`src/rtl/pipe_stage_skid_pkg.sv`:
```
// Shared payload layout and widths for the pipeline-boundary skid stage.
// Each stage boundary packs its own fields into the DATA_W payload at the instantiation site.
package pipe_stage_skid_pkg;

    localparam int unsigned DATA_FIELD_W = 32;
    localparam int unsigned REG_IDX_W    = 6;
    localparam int unsigned WB_CTRL_W    = 3;
    localparam int unsigned MEM_CTRL_W   = 2;

    typedef struct packed {
        logic [DATA_FIELD_W-1:0] alu_result;
        logic [DATA_FIELD_W-1:0] store_data;
        logic [DATA_FIELD_W-1:0] branch_target;
        logic [REG_IDX_W-1:0]    rd;
        logic [WB_CTRL_W-1:0]    wb_ctrl;
        logic [MEM_CTRL_W-1:0]   mem_ctrl;
    } stage_payload_t;

    localparam int unsigned DEFAULT_DATA_W = $bits(stage_payload_t);

endpackage

```
`src/rtl/pipe_stage_skid.sv`:
```
// Two-entry (main + skid) pipeline register with registered in_ready, flush and a
// saturating backpressure counter; captures on the clock edge chosen by NEG_EDGE.
module pipe_stage_skid
    import pipe_stage_skid_pkg::*;
#(
    parameter int unsigned DATA_W   = DEFAULT_DATA_W,
    parameter bit          NEG_EDGE = 1'b1,
    parameter int unsigned CNT_W    = 16
) (
    input  logic              clk,
    input  logic              rst,
    input  logic              in_valid,
    output logic              in_ready,
    input  logic [DATA_W-1:0] in_data,
    input  logic              flush,
    output logic              out_valid,
    input  logic              out_ready,
    output logic [DATA_W-1:0] out_data,
    output logic [1:0]        occupancy,
    output logic [CNT_W-1:0]  stall_cnt
);

    localparam logic [CNT_W-1:0] CntMax = '1;

    logic              cap_clk;
    logic              main_valid_q, main_valid_d;
    logic              skid_valid_q, skid_valid_d;
    logic [DATA_W-1:0] main_data_q, main_data_d;
    logic [DATA_W-1:0] skid_data_q, skid_data_d;
    logic [CNT_W-1:0]  stall_q, stall_d;

    assign cap_clk = NEG_EDGE ? ~clk : clk;

    always_comb begin
        main_valid_d = main_valid_q;
        skid_valid_d = skid_valid_q;
        main_data_d  = main_data_q;
        skid_data_d  = skid_data_q;
        stall_d      = stall_q;

        if (main_valid_q && !out_ready && stall_q != CntMax) begin
            stall_d = stall_q + 1'b1;
        end

        // Flush drops valid bits only; data registers keep their stale contents.
        if (flush) begin
            main_valid_d = 1'b0;
            skid_valid_d = 1'b0;
        end else if (skid_valid_q) begin
            // in_ready is low here, so only the drain of skid into main can happen.
            if (out_ready) begin
                main_data_d  = skid_data_q;
                skid_valid_d = 1'b0;
            end
        end else if (main_valid_q) begin
            if (in_valid && out_ready) begin
                main_data_d = in_data;
            end else if (in_valid) begin
                skid_data_d  = in_data;
                skid_valid_d = 1'b1;
            end else if (out_ready) begin
                main_valid_d = 1'b0;
            end
        end else if (in_valid) begin
            main_valid_d = 1'b1;
            main_data_d  = in_data;
        end
    end

    always_ff @(posedge cap_clk or posedge rst) begin
        if (rst) begin
            main_valid_q <= 1'b0;
            skid_valid_q <= 1'b0;
            main_data_q  <= '0;
            skid_data_q  <= '0;
            stall_q      <= '0;
        end else begin
            main_valid_q <= main_valid_d;
            skid_valid_q <= skid_valid_d;
            main_data_q  <= main_data_d;
            skid_data_q  <= skid_data_d;
            stall_q      <= stall_d;
        end
    end

    assign in_ready  = ~skid_valid_q;
    assign out_valid = main_valid_q;
    assign out_data  = main_data_q;
    assign occupancy = {1'b0, main_valid_q} + {1'b0, skid_valid_q};
    assign stall_cnt = stall_q;

endmodule

```
`config.mk`:
```
export PLATFORM = sky130hd
export DESIGN_NAME = pipe_stage_skid
export DESIGN_NICKNAME = d
export VERILOG_FILES = /design/src/rtl/pipe_stage_skid_pkg.sv /design/src/rtl/pipe_stage_skid.sv
export SDC_FILE = /design/constraint.sdc
export NUM_CORES = 1
export LEC_CHECK = 0
export BUFFER_PORTS_ARGS = -buffer_cell sky130_fd_sc_hd__buf_4
export CORE_ASPECT_RATIO = 0.75
export CORE_MARGIN = 4
export CORE_UTILIZATION = 48
export CTS_CLUSTER_DIAMETER = 200
export DETAILED_ROUTE_END_ITERATION = 8
export PLACE_DENSITY = 0.71
export SLEW_MARGIN = 20
export SYNTH_ARGS = -nofsm -noshare
export SYNTH_HDL_FRONTEND = slang
export SYNTH_SLANG_ARGS = --single-unit
```
`constraint.sdc`:
```
create_clock -name clk -period 14.8 [get_ports clk]
set_input_delay 1.48 -clock clk [delete_from_list [all_inputs] [get_ports clk]]
set_output_delay 1.48 -clock clk [all_outputs]
set_load 0.02 [all_outputs]
```
* Word-level counts from Yosys, hierarchy flattened *
Cells that the tools add are included.

storage, ports and cells
  register bits = 232
  memory bits (read-only) = 0
  memories = 0
  memory bits (writable) = 0
  latch bits = 0
  logic and storage cells = 37
  output and inout port bits = 127
  input port bits = 112

cells by class
  reductions and logical operators = 7
  equal/unequal tests = 4
  $lt $le $gt $ge = 0
  shift-type cells = 0
  div/mod/pow operators = 0
  bitwise gates (word level) = 3
  $add $sub $neg = 2
  multipliers = 0
  mux-type cells = 16

operator list
  cell                   count
  $mux 107               5
  $add 16x1->16 const B  1
  $ne 16x16->1 const B   1
  $mux 1                 11
  $reduce_and 5->1       1
  $ne 2x2->1 const B     2
  $reduce_and 4->1       1
  $logic_and 1x1->1      3
  $ne 3x1->1 const B     1
  $not 1->1              3
  $reduce_bool 3->1      1
  $add 1x1->2            1
  $logic_not 1->1        1

* Longest topological paths before layout *
  depth after elaboration = 6
  mapped depth = 9
  depth with buffers taken out = 6

==> impl_metrics.yaml <==
run_status:
  status: "finished, final reports clean"
place:
  place.port_buffers: 238
  dp_worst_setup_slack_ns: 3.55
  dp_hpwl_um: 14100
  placed_area_um2: 11700
  place_congestion: 0.739
drt:
  ant_nets: 0
  dr.first_iter.drc_count: 344
  routedWlPerCell_um: 16.5
  vias: 6437
  routed_wl_um: 20900
  vias_per_cell: 5.08
  first_pass_iters: 4
  drcViolationCount: 0
floorplan:
  coreArea_um2: 19700
  dieArea_um2: 22700
  ios: 239
  die_w_um: 173
  die-height_um: 131
  rows: 44
  start_util: 0.496
critical_path:
  slowest_delay_ns: 0.78
  worst-path-max-fanout: 61
  r2r_slack_ns: 11.36
  slowest_stage: "buf_4"
  crit_buf_inv: 2
  critPathTopFamily: "buffers and inverters"
  critPathKind: "flip-flop to output pin"
  path_common_cell: "buf_4"
  arrival_ns: 9.51
  crit_chain: "buf_4 -> ha_1 -> buf_4"
  crit_required_ns: 13.32
  worstSetupEndpointType: "output pin"
  critPathLaunchType: "flip-flop"
timing:
  final.setup.tns_ns: 0
  drv_slew: 0
  rsz0062_at_grt: "false"
  hold_violations: 0
  worst_hold_slack_ns: 0.424
  maxSlewHeadroom: 0.322
  worst_pin_slew_ns: 1.00
  fin_worst_skew_ns: 0.00819
  worst_slack_ns: 3.81
  setup_violations: 0
yosys:
  synth_nets: 886
  synth_area_um2: 9750
  synth_top_area_frac: 0.596
  ys_ff_latch: 232
  yosysSeqAreaShare: 0.596
  synth_area_per_cell_um2: 12.6
  syn_inst: 771
  yosys.cell_count.top_type: "dfrtn_1"
  yosys-top-cells-count: "232 x dfrtn_1, 115 x nand2_1, 107 x mux2i_1"
  async_flop_share: 1.00
  yosys_most_used_dff: "dfrtn_1"
  yosysTopAreaCell: "dfrtn_1"
  ys_top_cells_by_area: "dfrtn_1 60%, mux2i_1 11%, mux2_2 9.1%, o21ai_0 5.0%, nand2_1 4.4%"
  yosysWarnings: 0
  synth_cell_types: 28
  synth_edf_count: 0
global_routing:
  antenna_found_initial: 0
  first_global_vias: 6606
  grt_usage: 0.181
  grt_pass1_wl_um: 34700
  gr-total-overflow: 0
  grt_max_degree: 183
power_and_ir_drop:
  clkPwrFrac: 0.338
  combPwrFrac: 0.200
  irDropWorstVdd_mv: 0.0992
  sw_frac_of_total: 0.272
  cellPowerDensity_nw_per_um2: 149
  seqPwrFrac: 0.462
  leakage_nw: 5.73
  internal_power_mw: 1.36
  p_switching_mw: 0.506
clocking:
  insertion_delay_ns: 0.51
  cts_resized: 0
  cts_sinks: 232
  clockBufferDepth: 3
  htreeDepth: 1
  cts_hold_buf: 0
  numCtsBuffers: 24
  clkTransAtPathRegs_ns: 0.04
  cts_setup_buffers: 0
  cts_tree: "yes"
  cts_root_buf: "clkbuf_16"
cells_and_area:
  final_util: 0.636
  drive_gt1_frac: 0.363
  nets: 1111
  postLayoutCellArea_um2: 12500
  n_antenna_cell: 0
  synthToLayoutAreaGrowth_pct: 28.3
  nFillCells: 1575
min_path:
  hold_path_class: "flip-flop to flip-flop"
job:
  drv_cap: 0
## layout make-up
cell class / count / area, um^2 / share of cell area
Multi-Input combinational cell: 487 / 3670 / 0.293
Inverter: 5 / 22.5 / 0.00180
Sequential cell: 232 / 5810 / 0.464
Tap cell: 253 / 317 / 0.0253
Clock inverter: 7 / 110 / 0.00880
Clock buffer: 36 / 727 / 0.0581
Timing Repair Buffer: 246 / 1860 / 0.149
## per-stage QoR
stage                     cells  power (mW)
after detailed placement   1223        1.25
after global placement     1223        1.24
after floorplan             771        1.08
after CTS                  1266        1.89
final                      1266        1.86
after global routing       1266        1.96
## worst min-delay path, delay by kind of cell, from the launching register on
family,cells,cell delay [ns]
simple gates,1,0.04
flops,1,0.40
compound gates,1,0.06
## final timing paths
path	from	end	cells after the start
min	out_data[81]$_DFFE_NP0P_	out_data[81]$_DFFE_NP0P_	2
max	skid_valid_q$_DFF_NP0_	occupancy[1]	3
min in group asynchronous	rst	out_data[76]$_DFFE_NP0P_	3
min reg2reg	out_data[81]$_DFFE_NP0P_	out_data[81]$_DFFE_NP0P_	2
max reg2reg	skid_valid_q$_DFF_NP0_	out_data[31]$_DFFE_NP0P_	5
max in group asynchronous	rst	out_data[32]$_DFFE_NP0P_	4
## registers in the layout (all words and copies together) (netlist names)
| signal | count |
|---|---|
| skid_valid_q | 1 |
| stall_cnt | 16 |
| out_data | 107 |
| skid_data_q | 107 |
| out_valid | 1 |
## layer usage
metal / part of all wire / global-route usage / vias to the layer above
li1: - / - / 3123
met4: 0.019 / 0.0399 / 0
met1: 0.46 / 0.257 / 3106
met3: 0.091 / 0.0663 / 31
met5: 0 / 0 / -
met2: 0.43 / 0.270 / 177
## cell families after synthesis
group                      count (synthesis)  share of synthesized area
AOI/OAI and AO/OA                        113                     0.0611
xor gates and xnor gates                  14                     0.0126
adders and majority gates                  3                    0.00385
buffers and inverters                     52                     0.0281
DFF                                      232                      0.596
muxes                                    216                      0.236
and+or+nand+nor                          141                     0.0629
## layout by cell type, fill, tap and decap left out, types with 2 or more instances in the layout
cell type and n:
bufinv_16 3, a21oi_1 2, clkinv_2 4, inv_1 4, nor2_1 2, clkbuf_1 5
clkbuf_16 25, mux2_1 30, and4_1 4, nand2_1 115, xnor2_1 13, o21ai_0 97
o21ai_1 11, and3_1 3, nand4_1 7, dfrtn_1 232, nor3_1 2, buf_4 245
mux2_2 79, nand2b_1 2, mux2i_1 107, ha_1 3, clkbuf_8 6, nand3_1 3
## power by group through the flow
stage / clock network, mW / registers, mW / logic [mW]
global placement: 0 / 0.866 / 0.369
CTS: 0.646 / 0.861 / 0.379
finish: 0.628 / 0.860 / 0.373
global route: 0.673 / 0.878 / 0.409
floorplan: 0 / 0.926 / 0.152
detailed placement: 0 / 0.870 / 0.379
Power figures use the tool's default switching activity.
